--- config.mk ---
export PLATFORM = sky130hd
export DESIGN_NAME = exc_commit_unit
export DESIGN_NICKNAME = d
export VERILOG_FILES = /design/src/rtl/exc_commit_unit_pkg.sv /design/src/rtl/exc_prio_sel.sv /design/src/rtl/exc_commit_unit.sv
export SDC_FILE = /design/constraint.sdc
export NUM_CORES = 1
export LEC_CHECK = 0
export CAP_MARGIN = 20
export CORE_MARGIN = 2
export CORE_UTILIZATION = 25
export DETAILED_ROUTE_END_ITERATION = 8
export PLACE_DENSITY = 0.77
export SETUP_SLACK_MARGIN = 0.3
export SLEW_MARGIN = 25
export SYNTH_ARGS = -nofsm -noshare
export SYNTH_HDL_FRONTEND = slang
export SYNTH_SLANG_ARGS = --single-unit
--- constraint.sdc ---
create_clock -name clk -period 2.5 [get_ports clk]
set_input_delay 0.5 -clock clk [delete_from_list [all_inputs] [get_ports clk]]
set_output_delay 0.5 -clock clk [all_outputs]
set_load 0.01 [all_outputs]
--- src/rtl/exc_commit_unit_pkg.sv ---
// Shared definitions for the writeback exception commit unit: bit positions,
// CP0 ExcCode values, the exception vector and the small enums used at top level.
package exc_commit_unit_pkg;

    localparam int EXC_TYPE_W = 7;
    localparam int FLAGS_W    = 7;

    localparam logic [31:0] EXC_VECTOR_DEFAULT = 32'hbfc00380;

    // exc_type bus bit positions, ordered {int, adel, ades, sys, bp, ri, ov}
    localparam int INT_BIT  = 6;
    localparam int ADEL_BIT = 5;
    localparam int ADES_BIT = 4;
    localparam int SYS_BIT  = 3;
    localparam int BP_BIT   = 2;
    localparam int RI_BIT   = 1;
    localparam int OV_BIT   = 0;

    // ws_exc_flags bit positions, ordered {adel_if, ri, ov, sys, bp, adel_ld, ades}
    localparam int F_ADEL_IF = 6;
    localparam int F_RI      = 5;
    localparam int F_OV      = 4;
    localparam int F_SYS     = 3;
    localparam int F_BP      = 2;
    localparam int F_ADEL_LD = 1;
    localparam int F_ADES    = 0;

    localparam logic [4:0] EXCCODE_INT  = 5'h00;
    localparam logic [4:0] EXCCODE_ADEL = 5'h04;
    localparam logic [4:0] EXCCODE_ADES = 5'h05;
    localparam logic [4:0] EXCCODE_SYS  = 5'h08;
    localparam logic [4:0] EXCCODE_BP   = 5'h09;
    localparam logic [4:0] EXCCODE_RI   = 5'h0a;
    localparam logic [4:0] EXCCODE_OV   = 5'h0c;

    typedef enum logic [1:0] {
        VADDR_NONE = 2'd0,
        VADDR_PC   = 2'd1,
        VADDR_MEM  = 2'd2
    } vaddr_sel_e;

    typedef enum logic {
        S_IDLE     = 1'b0,
        S_REDIRECT = 1'b1
    } state_e;

endpackage

--- src/rtl/exc_prio_sel.sv ---
// Fixed-priority one-hot exception selector: int > adel_if > ri > ov > sys > bp
// > adel_ld > ades, plus which address feeds bad_vaddr.
module exc_prio_sel
    import exc_commit_unit_pkg::*;
(
    input  logic                  take_int,
    input  logic [FLAGS_W-1:0]    flags,
    output logic [EXC_TYPE_W-1:0] exc_type,
    output vaddr_sel_e            vaddr_sel
);

    // Priority chain; both address-error-on-load sources share the adel bit
    always_comb begin
        exc_type  = {EXC_TYPE_W{1'b0}};
        vaddr_sel = VADDR_NONE;
        if (take_int) begin
            exc_type[INT_BIT] = 1'b1;
        end else if (flags[F_ADEL_IF]) begin
            exc_type[ADEL_BIT] = 1'b1;
            vaddr_sel          = VADDR_PC;
        end else if (flags[F_RI]) begin
            exc_type[RI_BIT] = 1'b1;
        end else if (flags[F_OV]) begin
            exc_type[OV_BIT] = 1'b1;
        end else if (flags[F_SYS]) begin
            exc_type[SYS_BIT] = 1'b1;
        end else if (flags[F_BP]) begin
            exc_type[BP_BIT] = 1'b1;
        end else if (flags[F_ADEL_LD]) begin
            exc_type[ADEL_BIT] = 1'b1;
            vaddr_sel          = VADDR_MEM;
        end else if (flags[F_ADES]) begin
            exc_type[ADES_BIT] = 1'b1;
            vaddr_sel          = VADDR_MEM;
        end else begin
            exc_type  = {EXC_TYPE_W{1'b0}};
            vaddr_sel = VADDR_NONE;
        end
    end

endmodule

--- src/rtl/exc_commit_unit.sv ---
// Writeback exception/interrupt commit unit: reports the committing exception
// or ERET to CP0, flushes the pipe and holds a fetch redirect until accepted.
module exc_commit_unit
    import exc_commit_unit_pkg::*;
#(
    parameter logic [31:0] EXC_VECTOR = EXC_VECTOR_DEFAULT,
    parameter int          EXC_W      = EXC_TYPE_W
) (
    input  logic               clk,
    input  logic               rst,
    input  logic               ws_valid,
    output logic               ws_allowin,
    input  logic [31:0]        ws_pc,
    input  logic               ws_is_slot,
    input  logic [FLAGS_W-1:0] ws_exc_flags,
    input  logic               ws_eret,
    input  logic [31:0]        ws_mem_vaddr,
    output logic               ws_kill_wen,
    input  logic               int_happen,
    input  logic [31:0]        cp0_epc,
    output logic [EXC_W-1:0]   exc_type,
    output logic [31:0]        exc_pc,
    output logic               exc_is_slot,
    output logic [31:0]        bad_vaddr,
    output logic               eret,
    output logic               flush,
    output logic               redirect_valid,
    output logic [31:0]        redirect_pc,
    input  logic               redirect_ready
);

    state_e      state_q, state_d;
    logic [31:0] redirect_pc_q, redirect_pc_d;
    logic        redirect_valid_q, redirect_valid_d;
    logic        int_q, int_d;

    logic                  take_int_s;
    logic                  commit_s;
    logic                  has_exc_s;
    logic                  eret_s;
    logic [EXC_TYPE_W-1:0] sel_type_s;
    vaddr_sel_e            vaddr_sel_s;

    // A request must be seen on two consecutive cycles, dropping one that CP0
    // already withdrew after EXL went up.
    assign take_int_s = int_q & int_happen;

    exc_prio_sel u_prio_sel (
        .take_int  (take_int_s),
        .flags     (ws_exc_flags),
        .exc_type  (sel_type_s),
        .vaddr_sel (vaddr_sel_s)
    );

    // Commit-cycle decode of the CP0-facing outputs
    always_comb begin
        commit_s    = 1'b0;
        ws_allowin  = 1'b0;
        has_exc_s   = 1'b0;
        eret_s      = 1'b0;
        exc_type    = {EXC_W{1'b0}};
        exc_pc      = 32'h0000_0000;
        exc_is_slot = 1'b0;
        bad_vaddr   = 32'h0000_0000;
        ws_kill_wen = 1'b0;
        if (!rst && (state_q == S_IDLE)) begin
            ws_allowin = 1'b1;
            commit_s   = ws_valid;
        end else begin
            ws_allowin = 1'b0;
            commit_s   = 1'b0;
        end
        if (commit_s) begin
            has_exc_s   = |sel_type_s;
            eret_s      = ws_eret & ~has_exc_s;
            exc_type    = sel_type_s;
            exc_pc      = ws_pc;
            exc_is_slot = ws_is_slot;
            ws_kill_wen = has_exc_s;
            case (vaddr_sel_s)
                VADDR_PC:   bad_vaddr = ws_pc;
                VADDR_MEM:  bad_vaddr = ws_mem_vaddr;
                VADDR_NONE: bad_vaddr = 32'h0000_0000;
                default:    bad_vaddr = 32'h0000_0000;
            endcase
        end else begin
            has_exc_s = 1'b0;
            eret_s    = 1'b0;
        end
    end

    assign eret = eret_s;

    // Redirect FSM next-state, target capture and flush
    always_comb begin
        state_d       = state_q;
        redirect_pc_d = redirect_pc_q;
        int_d         = int_happen;
        flush         = 1'b0;
        case (state_q)
            S_IDLE: begin
                if (commit_s && has_exc_s) begin
                    flush         = 1'b1;
                    state_d       = S_REDIRECT;
                    redirect_pc_d = EXC_VECTOR;
                end else if (commit_s && eret_s) begin
                    flush         = 1'b1;
                    state_d       = S_REDIRECT;
                    redirect_pc_d = cp0_epc;
                end else begin
                    state_d = S_IDLE;
                end
            end
            S_REDIRECT: begin
                flush = ~rst;
                if (redirect_valid_q && redirect_ready) begin
                    state_d = S_IDLE;
                end else begin
                    state_d = S_REDIRECT;
                end
            end
            default: begin
                state_d = S_IDLE;
            end
        endcase
        redirect_valid_d = (state_d == S_REDIRECT);
    end

    // Synchronous reset clears any pending redirect and the interrupt filter
    always_ff @(posedge clk) begin
        if (rst) begin
            state_q          <= S_IDLE;
            redirect_valid_q <= 1'b0;
            redirect_pc_q    <= 32'h0000_0000;
            int_q            <= 1'b0;
        end else begin
            state_q          <= state_d;
            redirect_valid_q <= redirect_valid_d;
            redirect_pc_q    <= redirect_pc_d;
            int_q            <= int_d;
        end
    end

    assign redirect_valid = redirect_valid_q;
    assign redirect_pc    = redirect_pc_q;

endmodule
Word level (Yosys, flattened, before mapping)

Index checks and enable logic that the tools add are counted.

Equality and inequality tests: 2
Mux-type cells: 57
Bitwise gates (word level): 5
Reduce and logical (&&, ||, !) cells: 8

Operators by type and width:

| kind                                                                   | number |
|---|---|
| 32-bit two-way mux                                                     | 4 |
| 32-bit one-hot mux with 2 select lines                                 | 1 |
| 5-bit two-way mux                                                      | 9 |
| 2-bit two-way mux                                                      | 16 |
| 1-bit two-way mux                                                      | 19 |
| 6-bit two-way mux                                                      | 2 |
| 7-bit two-way mux                                                      | 1 |
| 7-bit OR reduction                                                     | 1 |
| 3-bit two-way mux                                                      | 2 |
| 1-bit logical AND                                                      | 4 |
| 4-bit two-way mux                                                      | 1 |
| 1-bit one-hot mux with 2 select lines                                  | 2 |
| 1-bit NOT                                                              | 3 |
| 1-bit AND                                                              | 2 |
| 2-bit by 1-bit equality test with 1-bit output (second input constant) | 1 |
| 2-bit equality test (second input constant)                            | 1 |
| 2-bit AND reduction                                                    | 1 |
| 2-bit nonzero test                                                     | 1 |
| 1-bit logical NOT                                                      | 1 |

Bits in registers: 34
Input bits: 110
Output and inout bits: 109
Word-level logic and storage cells: 75

Depth between registers and ports, before layout

Gate-level depths: netlist of run 1.

Depth in word-level cells: 22
Gate-level depth with buffers: 7

Cells and area by module

A second synthesis of run 1 with hierarchy kept.

Cells, all modules: 226
Area, all modules: 1,986.9 µm²

By module, submodules not included:

| module          | instances | cells an instance | area each (µm²) | sequential area each (µm²) |
|---|---|---|---|---|
| exc_commit_unit | 1         | 214               | 1,884.3         | 680.7 |
| exc_prio_sel    | 1         | 12                | 102.6           | 0.0 |

Worst setup path after synthesis of run 1

OpenSTA, ideal clock, no wires.

Kind: in2out
Start point: in ws_exc_flags[2]
End point: out bad_vaddr[10]
Arrival time: 2,182 ps
Data required time: 2,000 ps
Setup slack: -182 ps
Stages on the path: 7
Buffers on the path: 1
Cell sequence: or4_4 nor3_1 inv_1 ha_1 nand2b_1 clkbuf_1 nor2_1

Word-level cells in the longest chain between the ends: 9
Elaborated cells between the ends (all ways): 10

RTL lines:

| what                                                                                         | line                  | text |
|---|---|---|
| start, declared                                                                              | exc_commit_unit.sv:15 | `input logic [FLAGS_W-1:0] ws_exc_flags,` |
| 2-bit two-way mux (*)                                                                        | exc_prio_sel.sv:27    | `end else if (flags[F_BP]) begin` |
| 2-bit two-way mux (*)                                                                        | exc_prio_sel.sv:25    | `end else if (flags[F_SYS]) begin` |
| 2-bit two-way mux (*)                                                                        | exc_prio_sel.sv:23    | `end else if (flags[F_OV]) begin` |
| 2-bit two-way mux (*)                                                                        | exc_prio_sel.sv:21    | `end else if (flags[F_RI]) begin` |
| 2-bit two-way mux (*)                                                                        | exc_prio_sel.sv:18    | `end else if (flags[F_ADEL_IF]) begin` |
| 2-bit two-way mux (*)                                                                        | exc_prio_sel.sv:16    | `if (take_int) begin` |
| 2-bit equality test / 2-bit by 1-bit equality test with 1-bit output (equally long branches) | exc_commit_unit.sv:80 | `case (vaddr_sel_s)` |
| 32-bit one-hot mux with 2 select lines (*)                                                   | exc_commit_unit.sv:80 |  |
| 32-bit two-way mux (*)                                                                       | exc_commit_unit.sv:73 | `if (commit_s) begin` |
| end, declared                                                                                | exc_commit_unit.sv:24 | `output logic [31:0] bad_vaddr,` |

Every way passes the cells marked *; elsewhere a longest branch is shown, timed or not.

Worst setup path after layout of run 1

Start point: in ws_exc_flags[2]
End point: out bad_vaddr[29]

Same word-level chain as after synthesis.

==> results.toml, run 1 <==
[placed_design]
placed_cell_area_um2 = 4950
dp_hpwl_um = 8000
portBuffers = 218
place_congestion = 0.808
pre_cts_slack_ns = -0.993

[synth]
yosys.area.top_type = "dfxtp_1"
syn_area_um2 = 1970
yosys-top-cells-area = "dfxtp_1 35%, a22oi_1 12%, and2_1 10%"
yosys_warnings = 0
syn-num-nets = 359
ys_seq_area_share_pct = 34.5
syn_inst = 247
avgSynthCellArea_um2 = 7.98
ys_types = 28
ys_ff_latch = 34
yosysTopAreaCellShare_pct = 34.5

[critical_path]
path_max_fanout = 6
slowest_stage = "or4_4"
end_kind = "output pin"
critPathMaxStageDelay_ns = 0.55
crit_arrival_ns = 2.37
worstPathCellList = "buf_6, or4_4, nor3_4, inv_2, ha_4, nand2b_4, buf_6, buf_12, buf_16, nor2_4, buf_6"
ff2ff_path_depth = 7
cp.required_ns = 2.00
worst_path_most_repeated_cell = "buf_6"
criticalPathCategory = "in2out"
start_kind = "input pin"

[power]
total_power_uw = 1710
power_density_nw_per_um2 = 307
peakVddDrop_uv = 386
p_leak_uw = 0.00222

[clock_network]
cts_htree_levels = 2
clk_pin_slew_worst_paths_ns = 0.07
ctsHoldBuffers = 0
clock_latency_ns = 0.28
clk_path_buf_depth = 2
cts-root-buf = "clkbuf_8"
cts_sinks = 34
cts_tree = "done"
cts_buffers = 5

[global_routing]
grt_pass1_vias = 3144
grt_overflow = 0
grt_max_degree = 21
grt_pass1_wl_um = 16700
antenna_found_initial = 1
track_usage_pct = 24.5

[routing]
wl_um = 11000
vias = 3015
ant_nets = 0
drtIter0Drc = 49
wl_per_cell_um = 17.7
drtPass1Iterations = 5
drc = 0
viasPerCell = 4.86

[floorplan]
fp.dieW_um = 92.8
fp.coreArea_um2 = 7690
start_util_pct = 25.6
std_cell_rows = 32
die_area_um2 = 8610
die_y_um = 92.8
pin_count = 219

[finish]
drive_gt1_share_pct = 40.2
final_area_um2 = 5580
nFillCells = 573
mostFrequentLayoutCells = "133 x clkdlybuf4s50_1, 43 x buf_6, 36 x buf_4, 33 x and2_1, 33 x dfxtp_1"
fin_nets = 630
final_common_cell = "clkdlybuf4s50_1"
area_delta_synth_final_pct = 183

[sta]
tightest_slew_ns = 0.255
final.setup.tns_ns = -8.82
rsz0062_at_grt = "true"
holdWs_ns = 0.452
setup_viol = 32
hold_violations = 0
fin_crit_ns = 2.87
max_freq_mhz = 349
slew_viol_final = 0
fin_worst_skew_ns = 0.00631
setup_ws_ns = -0.365
period_share_pct = 115
max_slew_margin_pct = 82.8

[flow_run]
maxCapViolCount = 0

[run_status]
status = "complete, but fails checks"
violations = "setup timing"

[min_path]
min_path_type = "reg2reg"
hold_depth = 2
[per-stage QoR]
| stage | utilization, % | instances |
|---|---|---|
| global route | 72.6 | 621 |
| detailed placement | 64.4 | 582 |
| global placement | 64.4 | 582 |
| floorplan | - | 247 |
| finish | 72.6 | 621 |
| CTS | 71.1 | 614 |
[worst max-delay path, delay by kind of cell]
| kind | cells | cell delay [ns] |
|---|---|---|
| simple gates | 4 | 1.00 |
| buf+inv | 6 | 0.64 |
| fa+ha+maj | 1 | 0.20 |
[sequential cells by signal (all words and copies together), names as in the netlist]
name,cells
int_q,1
redirect_pc,32
redirect_valid,1
[final cells by class]
cell class | instances | area [µm²] | area share (%)
timing repair buffer | 286 | 2940 | 52.7
multi-input combinational | 184 | 1690 | 30.2
sequential | 34 | 682 | 12.2
tap | 102 | 128 | 2.29
clock buffer | 6 | 82.6 | 1.48
clock inverter | 1 | 30.0 | 0.538
inverter | 7 | 26.3 | 0.471
antenna | 1 | 2.50 | 0.0448
[metal layers]
layer | part of all wire, % | global-route usage [%] | routed length [µm] | vias to the layer above
met5 | 0 | 0 | 0 | -
met4 | 3.3 | 8.82 | 359 | 0
met3 | 8.5 | 7.08 | 935 | 23
met2 | 52 | 45.0 | 5710 | 150
met1 | 36 | 26.6 | 4010 | 1404
li1 | - | - | - | 1438
[synthesized netlist by cell type, drive strengths merged]
| library cell | instances |
|---|---|
| a31o | 1 |
| nand2b | 2 |
| a21oi | 4 |
| or3 | 1 |
| nor4b | 1 |
| nor2 | 37 |
| inv | 7 |
| dfxtp | 34 |
| nor4 | 3 |
| or4 | 1 |
| ha | 2 |
| nand4 | 1 |
| nor3b | 3 |
| clkbuf | 19 |
| a22oi | 32 |
| o221a | 12 |
| and3 | 1 |
| nand2 | 25 |
| o31ai | 1 |
| a21o | 1 |
| and2 | 33 |
| buf | 3 |
| nor2b | 1 |
| o31a | 1 |
| o2bb2ai | 20 |
| nor3 | 1 |
[path summary, 6_finish.rpt]
check                        from              end  slack (ns)
setup / recovery  ws_exc_flags[2]    bad_vaddr[29]       -0.37
hold / removal     redirect_pc[3]   redirect_pc[3]        0.45
setup reg to reg   redirect_valid  redirect_pc[31]        0.85
hold reg to reg    redirect_pc[3]   redirect_pc[3]        0.45
[timing repair]
action | 4_1_cts | 5_1_grt
setup buffers | 20 | 5
pin swaps | 17 | 7
setup endpoints to repair | 90 | 57
resized for setup | 277 | 36
gates cloned | 5 | 1
[report_power, final]
part	switching (µW)	internal (µW)
clock network	198	319
logic	247	382
registers	10.8	558
total	455	1260
[cells by family (layout without fill, tap and decap cells)]
logic type | Yosys count | after routing | synth area share [%]
other | 0 | 1 | 0
AO/OA/AOI/OAI | 72 | 72 | 30.6
adder cells (fa/ha/maj) | 2 | 2 | 1.27
AND/OR/NAND/NOR | 110 | 110 | 27.6
buffers and inverters | 29 | 300 | 6.03
flip-flops | 34 | 34 | 34.5
Note: power is estimated with default switching activity, not from simulation.
==> inputs of run 2 (changes only) <==
- HOLD_SLACK_MARGIN: default -> 0.02
- SKIP_CTS_REPAIR_TIMING: default -> 1
==> results.toml, run 2 (same netlist as run 1, synthesis figures left out) <==
[sta]
tightest_slew_ns = 0.267
period_share_pct = 112
setup_viol = 32
rsz0062_at_grt = "true"
slew_viol_final = 0
fin_crit_ns = 2.80
setup_ws_ns = -0.299
hold_violations = 0
max_freq_mhz = 357
max_slew_margin_pct = 82.1
fin_worst_skew_ns = 0.00515

[finish]
final_common_cell = "clkdlybuf4s50_1"
fin_nets = 607
mostFrequentLayoutCells = "133 x clkdlybuf4s50_1, 43 x dlymetal6s2s_1, 36 x buf_6, 33 x and2_1, 33 x dfxtp_1"
final_area_um2 = 5440
largest_reg_flops = 32
area_delta_synth_final_pct = 176
drive_gt1_share_pct = 35.4
nFillCells = 571

[floorplan]
die_area_um2 = 8610
pin_count = 219
die_y_um = 92.8
fp.coreArea_um2 = 7690
start_util_pct = 25.6
std_cell_rows = 32
fp.dieW_um = 92.8

[critical_path]
end_kind = "output pin"
path_max_fanout = 7
cp_top_family = "simple AND/OR/NAND/NOR gates"
worstPathCellList = "buf_6, or4_4, nor3_4, inv_2, ha_4, nand2b_4, clkbuf_16, nor2_4, buf_6"
ff2ff_path_depth = 7
cp.required_ns = 2.00
critPathBufInv = 4
critPathMaxStageDelay_ns = 0.55
start_kind = "input pin"
worst-path-stages = 9
r2r_start = "redirect_valid"
slowest_stage = "or4_4"
worst_path_most_repeated_cell = "buf_6"
crit_arrival_ns = 2.30
criticalPathCategory = "in2out"
r2r-end = "redirect_pc[31]"
rrSetupSlack_ns = 0.82

[placed_design]
portBuffers = 218
pre_cts_slack_ns = -0.993
dp_hpwl_um = 8000
place_congestion = 0.808
placed_cell_area_um2 = 4950

[global_routing]
antenna_found_initial = 1
track_usage_pct = 21.4
grt_pass1_wl_um = 14700
grt_pass1_vias = 2855
grt_overflow = 0
grt_max_degree = 26

[clock_network]
cts_buffers = 5
clock_latency_ns = 0.28
cts_htree_levels = 2
clk_pin_slew_worst_paths_ns = 0.07
cts-root-buf = "clkbuf_8"
cts_sinks = 34
cts_tree = "done"
clk_path_buf_depth = 2

[routing]
wl_per_cell_um = 17.5
drtIter0Drc = 52
ant_nets = 0
drc = 0
vias = 2891
drtPass1Iterations = 5
wl_um = 10400
viasPerCell = 4.83

[flow_run]
maxCapViolCount = 0

[power]
p_leak_uw = 0.00262
peakVddDrop_uv = 383
power_density_nw_per_um2 = 307

[min_path]
min_path_type = "reg2reg"
hold_depth = 2
hold_path_startpoint = "redirect_pc[3]"
min_to = "redirect_pc[3]"

[run_status]
violations = "setup timing"
status = "complete, but fails checks"
run 2: cell count changes in the layout (fill, tap and decap cells not counted), moves of 3 or more:
cell	change
buf_2	-5
buf_12	-5
dlymetal6s2s_1	+43
clkdlybuf4s15_1	-5
dlygate4sd2_1	-30
buf_6	-7
buf_16	-5
buf_4	-10
clkbuf_16	+3
run 2: worst max-delay path by stage:
| stage | slack (ns) | end | start |
|---|---|---|---|
| final | -0.30 | bad_vaddr[29] | ws_exc_flags[5] |
| after global placement | -0.94 | bad_vaddr[19] | ws_exc_flags[2] |
| after floorplan | 0.02 | bad_vaddr[10] | ws_exc_flags[2] |
| after global routing | -0.34 | bad_vaddr[17] | ws_exc_flags[5] |
| after CTS | -0.99 | bad_vaddr[24] | ws_exc_flags[3] |
| after detailed placement | -0.99 | bad_vaddr[24] | ws_exc_flags[2] |
run 2: cell type report:
type | count | area (µm²) | share of cell area, %
Tap cell | 102 | 128 | 2.35
Antenna cell | 1 | 2.50 | 0.0460
Inverter | 7 | 26.3 | 0.483
Timing Repair Buffer | 263 | 2820 | 51.8
Sequential cell | 34 | 684 | 12.6
Clock inverter | 1 | 30.0 | 0.552
Clock buffer | 6 | 82.6 | 1.52
Multi-Input combinational cell | 184 | 1670 | 30.6
run 2: tightest hold or removal path: stages, from the launching register on:
cell,delay (ns)
dfxtp_1,0.31
nand2_1,0.05
o2bb2ai_1,0.05
run 2: per-stage QoR:
step | std cells | hold slack (ns) | total power (µW) | setup TNS [ns] | util [%]
final | 598 | 0.452 | 1670 | -8.42 | 70.8
after global routing | 598 | 0.467 | 1740 | -9.80 | 70.8
after CTS | 589 | 0.455 | 1660 | -40.19 | 65.9
after detailed placement | 582 | 0.445 | 1140 | -40.20 | 64.4
after global placement | 582 | 0.435 | 1130 | -39.22 | 64.4
after floorplan | 247 | 0.474 | 777 | 0 | -
run 2: routing by layer:
layer / vias up / track usage, % / part of all wire [%]
met5: - / 0 / 0
met4: 0 / 6.00 / 2.6
met1: 1342 / 23.1 / 37
li1: 1392 / - / -
met3: 19 / 6.75 / 8.5
met2: 138 / 39.7 / 52
run 2: power breakdown:
group	switching [µW]	internal (µW)
Combinational	229	353
Clock	199	319
Sequential	10.8	558
Total	438	1230
==> inputs of run 3 (changes only) <==
- MAX_ROUTING_LAYER: default -> met4
==> results.toml, run 3 (same netlist as run 1, synthesis figures left out) <==
[finish]
drive_gt1_share_pct = 35.4
largest_reg_flops = 32
final_common_cell = "clkdlybuf4s50_1"
area_delta_synth_final_pct = 176
fin_nets = 607
mostFrequentLayoutCells = "133 x clkdlybuf4s50_1, 43 x dlymetal6s2s_1, 36 x buf_6, 33 x and2_1, 33 x dfxtp_1"

[critical_path]
critPathBufInv = 4
ff2ff_path_depth = 7
crit_arrival_ns = 2.30
slowest_stage = "or4_4"
cp.required_ns = 2.00
end_kind = "output pin"
start_kind = "input pin"
path_max_fanout = 7
criticalPathCategory = "in2out"
worstPathCellList = "buf_6, or4_4, nor3_4, inv_2, ha_4, nand2b_4, clkbuf_16, nor2_4, buf_6"
worst_path_most_repeated_cell = "buf_6"
cp_top_family = "simple AND/OR/NAND/NOR gates"
worst-path-stages = 9
critPathMaxStageDelay_ns = 0.55

[sta]
period_share_pct = 112
setup_ws_ns = -0.297
holdWs_ns = 0.451
slew_viol_final = 0
hold_violations = 0
max_slew_margin_pct = 82.0
max_freq_mhz = 358
rsz0062_at_grt = "true"
fin_worst_skew_ns = 0.00605
setup_viol = 32
fin_crit_ns = 2.80
tightest_slew_ns = 0.267

[floorplan]
die_y_um = 92.8
std_cell_rows = 32
start_util_pct = 25.6
die_area_um2 = 8610
pin_count = 219
fp.coreArea_um2 = 7690
fp.dieW_um = 92.8

[routing]
drtIter0Drc = 58
met3_length_um = 838
wl_per_cell_um = 17.5
vias = 2903
drtPass1Iterations = 5
drc = 0
ant_nets = 0
viasPerCell = 4.85
wl_um = 10400
maxUsedRoutingLayer = "met4"
wl_met1_um = 3960
wl_met2_um = 5370

[clock_network]
cts-root-buf = "clkbuf_8"
cts_htree_levels = 2
cts_buffers = 5
cts_tree = "done"
clk_pin_slew_worst_paths_ns = 0.07
clock_latency_ns = 0.28
cts_sinks = 34
clk_path_buf_depth = 2

[placed_design]
place_congestion = 0.819
dp_hpwl_um = 8000
pre_cts_slack_ns = -0.993
portBuffers = 218

[power]
power_density_nw_per_um2 = 307
peakVddDrop_uv = 384
total_power_uw = 1670
p_leak_uw = 0.00262

[run_status]
violations = "setup timing"
status = "complete, but fails checks"

[min_path]
hold_depth = 2
min_path_type = "reg2reg"

[global_routing]
track_usage_pct = 22.0
grt_pass1_vias = 2862
grt_overflow = 0
antenna_found_initial = 1
grt_max_degree = 26
grt_pass1_wl_um = 14600

[flow_run]
maxCapViolCount = 0
-- run 3: cell counts in the layout (fill, tap and decap cells not counted) --
Identical to the previous run, type by type.
-- run 3: cell type report --
cell class / count / area (µm²)
multi-input combinational: 184 / 1670
tap: 102 / 128
sequential: 34 / 684
timing repair buffer: 263 / 2820
inverter: 7 / 26.3
clock buffer: 6 / 82.6
clock inverter: 1 / 30.0
fill: 571 / 2250
antenna: 1 / 2.50
-- run 3: worst paths after layout --
path                   startpoint               to  slack (ns)
setup / recovery  ws_exc_flags[5]    bad_vaddr[29]       -0.30
hold reg to reg    redirect_pc[3]   redirect_pc[3]        0.45
setup reg to reg   redirect_valid  redirect_pc[31]        0.82
hold / removal     redirect_pc[3]   redirect_pc[3]        0.45
-- run 3: power breakdown --
| group | internal [µW] | switching (µW) |
|---|---|---|
| Clock | 319 | 198 |
| Sequential | 558 | 10.7 |
| Combinational | 353 | 229 |
| Total | 1230 | 438 |
-- run 3: worst register-to-register path, cell delays in order (launching register included) --
cell and delay, ns:
dfxtp_4 0.36, nor3b_2 0.18, buf_6 0.16, buf_6 0.11
buf_4 0.10, nand4_1 0.15, buf_4 0.23, o221a_2 0.28
-- run 3: through the flow --
step | instance area, µm² | std cells | TNS, ns | utilization (%)
finish | 5440 | 598 | -8.33 | 70.8
global route | 5440 | 598 | -9.80 | 70.8
CTS | 5060 | 589 | -40.19 | 65.9
detailed placement | 4950 | 582 | -40.20 | 64.4
global placement | 4950 | 582 | -39.22 | 64.4
floorplan | 2430 | 247 | 0 | -
-- run 3: layer usage --
metal	global-route usage, %	vias to the layer above
met5	-	-
li1	-	1391
met3	5.53	19
met2	39.6	144
met4	6.00	0
met1	23.9	1349
